`src/rtl/pipeline_hazard_ctrl_pkg.sv`:
```
// Shared widths, state encoding and scoreboard-entry layout for the
// pipeline hazard controller.
package pipeline_hazard_ctrl_pkg;

  // Register-file index width (default for the controller parameter).
  localparam int REG_ADDR_LEN = 4;

  // Scoreboard entry field widths: {valid, dest, wb_en, mem_read}.
  localparam int SB_FLAG_W = 1;
  localparam int SB_DEST_W = REG_ADDR_LEN;

  // Data-memory handshake FSM encoding.
  typedef enum logic [1:0] {
    ST_IDLE = 2'd0,
    ST_WAIT = 2'd1,
    ST_ERR  = 2'd2
  } mem_state_e;

endpackage

```
`src/rtl/pipeline_hazard_ctrl_mem_wait_fsm.sv`:
```
// Data-memory wait sequencer: holds the pipe while the SRAM is busy and
// traps into a sticky error state when the access never completes.
module mem_wait_fsm
  import pipeline_hazard_ctrl_pkg::*;
#(
  parameter int MEM_TIMEOUT = 64
) (
  input  logic clk,
  input  logic rst,
  input  logic mem_req,
  input  logic mem_ready,
  output logic mem_freeze,
  output logic mem_err
);

  localparam int TW = (MEM_TIMEOUT > 1) ? $clog2(MEM_TIMEOUT) : 1;
  localparam logic [TW-1:0] LAST_CNT = TW'(MEM_TIMEOUT - 1);

  mem_state_e    state_q;
  logic [TW-1:0] wait_cnt_q;
  logic          mem_err_q;

  // State, timeout counter and sticky error flag; an unknown state traps to ERR.
  always_ff @(posedge clk or negedge rst) begin
    if (!rst) begin
      state_q    <= ST_IDLE;
      wait_cnt_q <= '0;
      mem_err_q  <= 1'b0;
    end else begin
      case (state_q)
        ST_IDLE: begin
          if (mem_req && !mem_ready) begin
            state_q    <= ST_WAIT;
            wait_cnt_q <= '0;
          end
        end
        ST_WAIT: begin
          if (mem_ready) begin
            state_q <= ST_IDLE;
          end else if (wait_cnt_q == LAST_CNT) begin
            state_q   <= ST_ERR;
            mem_err_q <= 1'b1;
          end else begin
            wait_cnt_q <= wait_cnt_q + TW'(1);
          end
        end
        ST_ERR: begin
          mem_err_q <= 1'b1;
        end
        default: begin
          state_q   <= ST_ERR;
          mem_err_q <= 1'b1;
        end
      endcase
    end
  end

  // Hold the pipe while an access is outstanding or the memory has failed.
  always_comb begin
    mem_freeze = 1'b0;
    case (state_q)
      ST_IDLE: mem_freeze = mem_req & ~mem_ready;
      ST_WAIT: mem_freeze = ~mem_ready;
      ST_ERR:  mem_freeze = 1'b1;
      default: mem_freeze = 1'b1;
    endcase
  end

  assign mem_err = mem_err_q;

endmodule

```
`src/rtl/pipeline_hazard_ctrl.sv`:
```
// Central pipeline sequencer: EX/MEM destination scoreboard, RAW hazard
// detection, branch flush and memory-wait hold for the ARM stage chain.
module pipeline_hazard_ctrl #(
  parameter int REG_ADDR_LEN = pipeline_hazard_ctrl_pkg::REG_ADDR_LEN,
  parameter bit FWD_EN       = 1'b0,
  parameter int MEM_TIMEOUT  = 64,
  parameter int CNT_W        = 16
) (
  input  logic                    clk,
  input  logic                    rst,
  input  logic [REG_ADDR_LEN-1:0] id_src1,
  input  logic [REG_ADDR_LEN-1:0] id_src2,
  input  logic                    id_two_src,
  input  logic                    id_valid,
  input  logic [REG_ADDR_LEN-1:0] id_dest,
  input  logic                    id_wb_en,
  input  logic                    id_mem_read,
  input  logic                    branch_taken,
  input  logic                    mem_req,
  input  logic                    mem_ready,
  output logic                    freeze,
  output logic                    bubble,
  output logic                    flush,
  output logic                    mem_freeze,
  output logic                    mem_err,
  output logic [CNT_W-1:0]        stall_cycles
);

  import pipeline_hazard_ctrl_pkg::*;

  typedef struct packed {
    logic [SB_FLAG_W-1:0]    valid;
    logic [REG_ADDR_LEN-1:0] dest;
    logic [SB_FLAG_W-1:0]    wb_en;
    logic [SB_FLAG_W-1:0]    mem_read;
  } sb_entry_t;

  localparam sb_entry_t SB_EMPTY = '0;

  sb_entry_t        ex_q, ex_d, mem_q, mem_d;
  logic [CNT_W-1:0] stall_q, stall_d;
  logic             hazard_s, match_ex_s, match_mem_s;
  logic             mem_freeze_s, flush_s, bubble_s;

  // True when the ID operands read the destination of a live writer.
  function automatic logic raw_match(input sb_entry_t e,
                                     input logic [REG_ADDR_LEN-1:0] s1,
                                     input logic [REG_ADDR_LEN-1:0] s2,
                                     input logic two_src);
    return e.valid[0] & e.wb_en[0] & ((s1 == e.dest) | (two_src & (s2 == e.dest)));
  endfunction

  mem_wait_fsm #(.MEM_TIMEOUT(MEM_TIMEOUT)) u_mem_wait (
    .clk        (clk),
    .rst        (rst),
    .mem_req    (mem_req),
    .mem_ready  (mem_ready),
    .mem_freeze (mem_freeze_s),
    .mem_err    (mem_err)
  );

  // Hazard detection and stage controls; a taken branch overrides the stall.
  always_comb begin
    match_ex_s  = raw_match(ex_q, id_src1, id_src2, id_two_src);
    match_mem_s = raw_match(mem_q, id_src1, id_src2, id_two_src);
    if (FWD_EN) begin
      hazard_s = id_valid & match_ex_s & ex_q.mem_read[0];
    end else begin
      hazard_s = id_valid & (match_ex_s | match_mem_s);
    end
    flush_s  = branch_taken & ~mem_freeze_s;
    bubble_s = hazard_s & ~mem_freeze_s & ~flush_s;
  end

  // Scoreboard next state: shift EX into MEM, admit ID only when it issues.
  always_comb begin
    ex_d  = ex_q;
    mem_d = mem_q;
    if (!mem_freeze_s) begin
      mem_d = ex_q;
      if (id_valid && !hazard_s && !flush_s) begin
        ex_d = '{valid: 1'b1, dest: id_dest, wb_en: id_wb_en, mem_read: id_mem_read};
      end else begin
        ex_d = SB_EMPTY;
      end
    end else begin
      ex_d  = ex_q;
      mem_d = mem_q;
    end
  end

  // Saturating count of hazard-bubble cycles.
  always_comb begin
    if (bubble_s && (stall_q != {CNT_W{1'b1}})) begin
      stall_d = stall_q + CNT_W'(1);
    end else begin
      stall_d = stall_q;
    end
  end

  // Scoreboard and stall-counter registers.
  always_ff @(posedge clk or negedge rst) begin
    if (!rst) begin
      ex_q    <= SB_EMPTY;
      mem_q   <= SB_EMPTY;
      stall_q <= '0;
    end else begin
      ex_q    <= ex_d;
      mem_q   <= mem_d;
      stall_q <= stall_d;
    end
  end

  assign flush        = flush_s;
  assign bubble       = bubble_s;
  assign freeze       = (hazard_s & ~flush_s) | mem_freeze_s;
  assign mem_freeze   = mem_freeze_s;
  assign stall_cycles = stall_q;

endmodule

```
`config.mk`:
```
export PLATFORM = sky130hd
export DESIGN_NAME = pipeline_hazard_ctrl
export DESIGN_NICKNAME = d
export VERILOG_FILES = /design/src/rtl/pipeline_hazard_ctrl_pkg.sv /design/src/rtl/pipeline_hazard_ctrl_mem_wait_fsm.sv /design/src/rtl/pipeline_hazard_ctrl.sv
export SDC_FILE = /design/constraint.sdc
export NUM_CORES = 1
export LEC_CHECK = 0
export ABC_AREA = 1
export CORE_ASPECT_RATIO = 0.9
export CORE_UTILIZATION = 53
export DETAILED_ROUTE_END_ITERATION = 6
export GPL_ROUTABILITY_DRIVEN = 0
export HOLD_SLACK_MARGIN = 0.12
export PLACE_DENSITY = 0.89
export REMOVE_ABC_BUFFERS = 1
export SLEW_MARGIN = 25
export SYNTH_ARGS = -nofsm -noshare
export SYNTH_HDL_FRONTEND = slang
export SYNTH_HIERARCHICAL = 1
export SYNTH_SLANG_ARGS = --single-unit
```
`constraint.sdc`:
```
create_clock -name clk -period 2.05 [get_ports clk]
set_clock_uncertainty 0.2 [all_clocks]
set_input_delay 0.41 -clock clk [delete_from_list [all_inputs] [get_ports clk]]
set_output_delay 0.41 -clock clk [all_outputs]
set_load 0.01 [all_outputs]
```
Yosys cells after proc, flatten, opt, wreduce, memory -nomap -nowiden --
Index checks and enable logic that the tools add are counted.
Storage, ports and cells: register bits after elaboration 37, output and inout bits 21
Cells by class: bitwise logic cells 21, add/sub/neg operators 2, eq/ne operators 13, multiplexer cells 13, reduce and logical (&&, ||, !) cells 12
Operators by type and width (number):
- $mux W6 | 3
- $add A16 B1 Y16 const B | 1
- $eq A4 B4 Y1 | 4
- $ne A16 B16 Y1 const B | 1
- $and A1 B1 Y1 | 12
- $pmux W6 S2 | 1
- $mux W7 | 1
- $add A6 B1 Y6 const B | 1
- $eq A6 B6 Y1 const B | 1
- $mux W2 | 3
- $pmux W2 S3 | 1
- $reduce_and A3 Y1 | 2
- $not A1 Y1 | 5
- $logic_and A1 B1 Y1 | 4
- $ne A2 B1 Y1 const B | 2
- $ne A2 B2 Y1 const B | 2
- $or A1 B1 Y1 | 4
- $pmux W1 S2 | 2
- $reduce_and A4 Y1 | 1
- $logic_not A1 Y1 | 3
- $ne A3 B2 Y1 const B | 1
- $eq A2 B1 Y1 const B | 1
- $eq A2 B2 Y1 const B | 1
- $logic_not A2 Y1 | 1
- 2 further kinds | 3

Logic depth before layout (Yosys ltp) --
Gate-level depths: netlist of run 1.
depth after elaboration 10, mapped depth 12, gate-level depth less buffers 11

Cells and area by module --
Netlist of run 1, hierarchy kept.
By module, submodules not included:
- pipeline_hazard_ctrl | times used 1, area each 1840.5 µm², cells an instance 264
- mem_wait_fsm | times used 1, area each 515.5 µm², cells an instance 65

Worst setup path after synthesis of run 1 --
OpenSTA, ideal clock, no wires.
kind input to output, start point input port mem_ready, end point output port bubble, buffers on the path 2, data required time 1.440 ns, arrival 1.550 ns, stages 6, slack -0.110 ns, cell sequence inv_1 nand3_1 nand3_1 clkbuf_1 clkbuf_1 nor3_1
On the way: longest elaborated chain between the ends 7, elaborated cells between the ends (all ways) 8, those cells by class 1 x mux; 7 x bitwise
Ends and longest elaborated chain:
- from (decl) | RTL line pipeline_hazard_ctrl.sv:20 | input logic mem_ready,
- $not A1 Y1 (*) | RTL line pipeline_hazard_ctrl_mem_wait_fsm.sv:62, pipeline_hazard_ctrl_mem_wait_fsm.sv:63
- $and A1 B1 Y1 | RTL line pipeline_hazard_ctrl_mem_wait_fsm.sv:62 | ST_IDLE: mem_freeze = mem_req & ~mem_ready;
- $pmux W1 S2 (*) | RTL line pipeline_hazard_ctrl_mem_wait_fsm.sv:61 | case (state_q)
- net mem_freeze | RTL line pipeline_hazard_ctrl.sv:24 | output logic mem_freeze,
- $not A1 Y1 (*) | RTL line pipeline_hazard_ctrl.sv:71, pipeline_hazard_ctrl.sv:72
- $and A1 B1 Y1 | RTL line pipeline_hazard_ctrl.sv:71 | flush_s = branch_taken & ~mem_freeze_s;
- $not A1 Y1 | RTL line pipeline_hazard_ctrl.sv:72 | bubble_s = hazard_s & ~mem_freeze_s & ~flush_s;
- $and A1 B1 Y1 (*) | RTL line pipeline_hazard_ctrl.sv:72
- to (decl) | RTL line pipeline_hazard_ctrl.sv:22 | output logic bubble,
Mark *: on every way through the listed nets, which the timed path passes. The rest lies on a longest branch.

Worst setup path after layout of run 1 --
start point register ex_q[4] in the netlist's numbering, end point output port freeze
On the way: longest elaborated chain between the ends 8, elaborated cells between the ends (all ways) 9, those cells by class 2 x eq/ne; 7 x bitwise
Ends and longest elaborated chain:
- from (decl) | RTL line pipeline_hazard_ctrl.sv:40 | sb_entry_t ex_q, ex_d, mem_q, mem_d;
- from (signal assigned) | RTL line pipeline_hazard_ctrl.sv:104 | ex_q <= SB_EMPTY;
- from (signal assigned) | RTL line pipeline_hazard_ctrl.sv:108 | ex_q <= ex_d;
- $eq A4 B4 Y1 | RTL line pipeline_hazard_ctrl.sv:50 | return e.valid[0] & e.wb_en[0] & ((s1 == e.dest) | (two_src & (s2 == e.dest)));
- $and A1 B1 Y1 | RTL line pipeline_hazard_ctrl.sv:50
- $or A1 B1 Y1 (*) | RTL line pipeline_hazard_ctrl.sv:50
- $and A1 B1 Y1 (*) | RTL line pipeline_hazard_ctrl.sv:50
- $or A1 B1 Y1 (*) | RTL line pipeline_hazard_ctrl.sv:69 | hazard_s = id_valid & (match_ex_s | match_mem_s);
- $and A1 B1 Y1 (*) | RTL line pipeline_hazard_ctrl.sv:69
- $and A1 B1 Y1 (*) | RTL line pipeline_hazard_ctrl.sv:116 | assign freeze = (hazard_s & ~flush_s) | mem_freeze_s;
- $or A1 B1 Y1 (*) | RTL line pipeline_hazard_ctrl.sv:116
- to (decl) | RTL line pipeline_hazard_ctrl.sv:21 | output logic freeze,
Mark *: on every way between the ends. The rest lies on a longest branch, timed or not.

==> results.py, run 1 <==
metrics = {
    "cells_and_area": {
        "diodes": 0,
        "drive_above_1_share": 0.188,
        "stdcell_count": 460,
        "areaGrowthSynthToFinish_pct": 33.1,
        "fin_nets": 422,
    },
    "yosys": {
        "async_reset_ff_frac": 1.00,
        "synth-edff-count": 0,
        "yosysSeqAreaShare": 0.393,
        "synth_area_leaders": "dfrtp_1 (39%), nand2_1 (21%), inv_1 (5.6%)",
        "yosys.area.top_type": "dfrtp_1",
        "yosys_warnings": 6,
        "syn_area_um2": 2360,
        "post_synth.cell_area_avg_um2": 7.16,
        "synth.distinct_cells": 25,
        "yosysTopAreaCellShare": 0.393,
        "syn_inst": 329,
        "synth_common_cells": "nand2_1 (130), dfrtp_1 (37), inv_1 (35), nor2_1 (25), nand3_1 (23)",
        "ys_ff_latch": 37,
        "synth.most_common_cell": "nand2_1",
        "synth_top_flop_cell": "dfrtp_1",
    },
    "routing": {
        "drtIter0Drc": 157,
        "ant_nets": 0,
        "route.detailed.drc": 0,
        "wl_mm": 5.67,
        "drt_first_pass_iters": 5,
        "vias_per_cell": 5.01,
        "vias": 2306,
        "avgRoutedWirePerCell_um": 12.3,
    },
    "worst_setup_path": {
        "r2r_cells": 11,
        "critical_path.top_delay_family": "flip-flops",
        "worst-path-stages": 9,
        "worst_ep_required_time_ns": 1.44,
        "crit_buf_inv": 2,
        "worstPathMaxFanout": 4,
        "crit_slowest_cell": "dfrtp_1",
        "worstPathArrival_ns": 1.62,
        "worstSetupEndpointType": "output port",
        "worst-setup-path-type": "register to output port",
        "max_stage_delay_ns": 0.44,
        "crit_chain": "xor2_1, nor2_1, nand2_1, nand2_1, nand2_1, nand2_2, inv_2, o21ai_2, buf_6",
        "crit_path_start_kind": "register",
        "cpMostUsedCell": "nand2_1",
    },
    "clock_tree": {
        "cts_sinks": 37,
        "ctsLongestPathBuffers": 2,
        "cts_tree": "yes",
        "cts_root_buf": "clkbuf_8",
        "path_clk_slew_ns": 0.08,
        "htree_levels": 2,
        "cts_buffers": 5,
        "clkLatencyLatePin_ns": 0.31,
    },
    "die": {
        "die_y_um": 65.3,
        "die_w_um": 72.3,
        "initial_core_util": 0.567,
        "core_area_um2": 4160,
        "dieArea_um2": 4720,
        "row_count": 22,
        "ioPinCount": 42,
    },
    "global_routing": {
        "grt_pass1_vias": 2285,
        "grt_max_degree": 38,
        "use_met1": 0.322,
        "antenna_found_initial": 0,
        "grtUsageTotal": 0.272,
        "grt_pass1_wl_mm": 9.89,
        "met2_usage": 0.481,
        "grt_busiest_layer": "met2",
        "use_met3": 0.0475,
        "overflow": 0,
    },
    "power_and_ir_drop": {
        "switching_share": 0.221,
        "powerDensity_nw_per_um2": 476,
        "switching_power_mw": 0.329,
        "clkPwrFrac": 0.456,
        "seq_power_share": 0.489,
        "p_leak_nw": 1.58,
        "power_frac_comb": 0.055,
        "power.internal_mw": 1.16,
        "vdd_drop_max_uv": 427,
    },
    "sta": {
        "max_freq_mhz": 448,
        "fin_ws_ns": -0.180,
        "post-route-period-util": 1.09,
        "max_slew_margin": 0.684,
        "finalHoldViolCount": 0,
        "setup_viol": 2,
        "rsz0062_at_grt": "true",
        "report.final.slew_viol_count": 0,
        "fin_crit_ns": 2.23,
        "worst_pin_slew_ns": 0.473,
    },
    "placed_design": {
        "dp_slack_ns": -0.810,
        "place_inst": 438,
        "portBuffers": 40,
        "place_hpwl_mm": 3.81,
    },
    "run_status": {
        "violations": "setup timing",
        "status": "finished, violations left",
    },
    "min_path": {
        "holdPathStages": 2,
        "hp-class": "register to register",
    },
    "run": {
        "drv_cap": 0,
    },
}
==> timing repair <==
action                                 CTS  global route
resized for setup                       36             8
setup endpoints to repair               18            20
pin swaps                               10             3
endpoints found under the hold margin   37             0
setup buffers                            5             8
hold buffers                             1             0
==> flip-flops by register name, summed over array words and instances (netlist names) <==
name	count
ex_q	6
mem_q	6
stall_cycles	16
u_mem_wait/mem_err	1
u_mem_wait/state_q	2
u_mem_wait/wait_cnt_q	6
==> worst reg2reg max path: stages (launching register included) <==
cell and delay, ns:
dfrtp_1 0.44, xor2_1 0.17, nor2_1 0.13, nand2_1 0.07, nand2_1 0.06, nand2_1 0.06
nand2_2 0.08, buf_4 0.23, nand3_2 0.12, buf_12 0.17, nand2_1 0.06, nand2_1 0.05
==> final timing paths <==
path	startpoint	endpoint	slack, ns
setup / recovery	ex_q[4]	freeze	-0.18
hold / removal	mem_q[6]	mem_q[6]	0.29
setup reg to reg	ex_q[4]	stall_cycles[4]	0.10
hold reg to reg	mem_q[6]	mem_q[6]	0.29
max in group asynchronous	rst	ex_q[3]	0.82
min in group asynchronous	rst	stall_cycles[3]	0.47
==> cells in the final DEF, fill, tap and decap left out, types with 10 or more instances in the layout <==
cell / count
inv_1: 32
nand2_1: 130
xor2_1: 10
dlygate4sd2_1: 11
nor2_1: 23
dfrtp_1: 35
buf_4: 26
clkdlybuf4s50_1: 24
nand3_1: 21
nand4_1: 18
==> logic make-up after synthesis <==
family	synth area share
AO/OA/AOI/OAI	0.0319
XOR/XNOR	0.0558
adder cells (fa/ha/maj)	0.0106
buffers and inverters	0.102
flip-flops	0.393
AND/OR/NAND/NOR	0.407
==> per-stage QoR <==
stage               TNS, ns  power, mW  area, um2  hold slack (ns)  utilization
floorplan             -3.98      0.767       2270          -0.0856            -
global placement      -7.98      0.828       2880            0.251        0.693
detailed placement    -9.18      0.829       2880            0.274        0.693
CTS                  -0.350       1.50       3060            0.292        0.737
global route         -0.854       1.54       3140            0.326        0.754
finish               -0.353       1.49       3140            0.294        0.754
==> cell type report <==
type,instances,area [um2]
Multi-Input combinational cell,243,1230
Clock buffer,6,82.6
Inverter,41,156
Clock inverter,2,37.5
Fill cell,286,1020
Sequential cell,37,928
Timing Repair Buffer,71,627
Tap cell,60,75.1
==> per-layer routing <==
metal	vias up	wire length, um
met5	-	0
met4	0	81
met3	11	249
met2	57	2780
met1	1070	2560
li1	1168	-
==> power groups by stage <==
stage	registers [mW]	logic, mW	clock network (mW)
finish	0.729	0.0813	0.681
global route	0.729	0.0916	0.722
CTS	0.729	0.0822	0.685
detailed placement	0.744	0.0856	0
global placement	0.744	0.0841	0
floorplan	0.744	0.0234	0
Note: power is estimated with default switching activity, not from simulation.
==> run 2: changes to the inputs <==
--- a/config.mk
+++ b/config.mk
@@ -7,11 +7,11 @@
 export LEC_CHECK = 0
 export ABC_AREA = 1
 export CORE_ASPECT_RATIO = 0.9
-export CORE_UTILIZATION = 53
+export CORE_UTILIZATION = 57
 export DETAILED_ROUTE_END_ITERATION = 6
 export GPL_ROUTABILITY_DRIVEN = 0
 export HOLD_SLACK_MARGIN = 0.12
-export PLACE_DENSITY = 0.89
+export PLACE_DENSITY = 0.95
 export REMOVE_ABC_BUFFERS = 1
 export SLEW_MARGIN = 25
 export SYNTH_ARGS = -nofsm -noshare
==> constraint.sdc (replaced) <==
create_clock -name clk -period 2.7 [get_ports clk]
set_clock_uncertainty 0.2 [all_clocks]
set_input_delay 0.54 -clock clk [delete_from_list [all_inputs] [get_ports clk]]
set_output_delay 0.54 -clock clk [all_outputs]
set_load 0.01 [all_outputs]
==> run 2 against run 1 <==
  * Combinational power is 23% lower
  * Critical endpoint unchanged
  * Clock power shrank 44%
  * Global-route usage fell by 0.20 points
  * Non-clock buffer count down 15
  * Cell area shrank 5.9%
  * Total power is 33% lower
  * Sequential cell count unchanged
  * Critical path type is now input port to output port
  * The run now ends clean
==> results.py, run 2 (synthesis results as in run 1) <==
metrics = {
    "placed_design": {
        "place_inst": 420,
        "placed_area_um2": 2820,
        "dp_slack_ns": -0.441,
        "portBuffers": 40,
        "place_hpwl_mm": 4.02,
    },
    "cells_and_area": {
        "layout_common_cells": "nand2_1 (130), dfrtp_1 (37), inv_1 (34)",
        "drive_above_1_share": 0.132,
        "fin_nets": 407,
        "diodes": 0,
        "fin_area_um2": 2950,
        "multiInputGateArea_um2": 1210,
        "stdcell_count": 431,
        "fillers": 280,
        "postLayoutCoreUtil": 0.769,
        "largest_reg_flops": 16,
        "regArea_um2": 926,
        "areaGrowthSynthToFinish_pct": 25.2,
        "layout_commonest_cell": "nand2_1",
    },
    "clock_tree": {
        "ctsLongestPathBuffers": 2,
        "cts_sinks": 37,
        "path_clk_slew_ns": 0.07,
        "cts_tree": "yes",
        "htree_levels": 2,
        "clkLatencyLatePin_ns": 0.30,
        "hold_buffers": 0,
        "cts_root_buf": "clkbuf_8",
        "cts_buffers": 5,
    },
    "routing": {
        "drtIter0Drc": 126,
        "vias_per_cell": 5.35,
        "ant_nets": 0,
        "avgRoutedWirePerCell_um": 12.9,
        "wl_mm": 5.57,
        "drt_first_pass_iters": 4,
        "route.detailed.drc": 0,
        "vias": 2306,
    },
    "power_and_ir_drop": {
        "power.internal_mw": 0.763,
        "p_leak_nw": 1.55,
        "seq_power_share": 0.555,
        "power_frac_comb": 0.063,
        "clkPwrFrac": 0.382,
        "powerDensity_nw_per_um2": 338,
        "vdd_drop_max_uv": 319,
        "power_mw": 0.998,
        "switching_power_mw": 0.235,
        "switching_share": 0.235,
    },
    "worst_setup_path": {
        "worstSetupEndpointType": "output port",
        "crit_path_start_kind": "input port",
        "worst_ep_required_time_ns": 1.96,
        "r2r_end": "stall_cycles[15]",
        "rrSetupSlack_ns": 0.52,
        "r2r_cells": 13,
        "rr_startpoint": "mem_q[3]",
        "worstPathArrival_ns": 1.82,
        "worst-setup-path-type": "input port to output port",
        "worstPathMaxFanout": 3,
    },
    "sta": {
        "worst_pin_slew_ns": 0.823,
        "rsz0062_at_grt": "false",
        "max_slew_margin": 0.451,
        "post-route-period-util": 0.947,
        "fin_ws_ns": 0.144,
        "report.final.slew_viol_count": 0,
        "setup_viol": 0,
        "max_freq_mhz": 391,
        "fin_crit_ns": 2.56,
        "finalHoldViolCount": 0,
    },
    "die": {
        "ioPinCount": 42,
        "core_area_um2": 3840,
        "row_count": 21,
        "initial_core_util": 0.614,
        "die_w_um": 69.8,
        "die_y_um": 63.0,
        "dieArea_um2": 4390,
    },
    "global_routing": {
        "grt_max_degree": 38,
        "grtUsageTotal": 0.270,
        "grt_pass1_vias": 2292,
        "grt_pass1_wl_mm": 9.47,
        "overflow": 0,
        "antenna_found_initial": 0,
    },
    "run": {
        "drv_cap": 0,
    },
    "min_path": {
        "hp-class": "input port to async pin",
    },
    "run_status": {
        "status": "finished, final reports clean",
    },
}
[run 2: area by class of cell]
cell class,instances,area share
Timing Repair Buffer,56,0.177
Tap cell,46,0.0195
Clock buffer,6,0.0246
Multi-Input combinational cell,243,0.409
Clock inverter,2,0.00339
Sequential cell,37,0.314
Inverter,41,0.0522
[run 2: worst max path at each step]
stage | from | endpoint | slack, ns | cells past startpoint
detailed placement | id_src2[0] | bubble | -0.44 | 12
finish | mem_ready | freeze | 0.14 | 9
global route | id_two_src | freeze | 0.05 | 10
floorplan | mem_ready | stall_cycles[0] | 0.25 | 7
global placement | id_src1[2] | bubble | -0.41 | 12
CTS | mem_ready | mem_freeze | 0.005 | 6
[run 2: power by group through the flow]
stage	logic [mW]	clock network (mW)	registers [mW]
3_3_place_gp	0.0628	0	0.565
3_5_place_dp	0.0641	0	0.565
6_report	0.0624	0.381	0.554
4_1_cts	0.0642	0.388	0.554
5_1_grt	0.0702	0.414	0.554
2_1_floorplan	0.0177	0	0.565
[run 2: layer usage]
layer / vias up / GRT usage / routed length, um
met3: 14 / 0.0548 / 272
met2: 65 / 0.466 / 2830
met5: - / 0 / 0
met1: 1080 / 0.316 / 2350
met4: 0 / 0.143 / 122
li1: 1147 / - / -
[run 2: repair_timing]
item	in CTS	in global routing
pin swaps	1	5
endpoints found under the setup margin	4	4
setup buffers	2	1
resized for setup	13	12
[run 2: per-stage QoR]
step / TNS [ns] / hold slack, ns
5_1_grt: 0 / 0.196
4_1_cts: 0 / 0.158
6_report: 0 / 0.138
3_3_place_gp: -1.10 / 0.254
2_1_floorplan: 0 / 0.0444
3_5_place_dp: -1.21 / 0.257
[run 2: worst max-delay path, cell delays in order]
cell and delay, ns:
clkdlybuf4s50_1 0.47, inv_2 0.06, nand3_1 0.09, nand3_2 0.10, buf_4 0.17, buf_4 0.13
inv_1 0.06, o21ai_1 0.06, buf_2 0.14
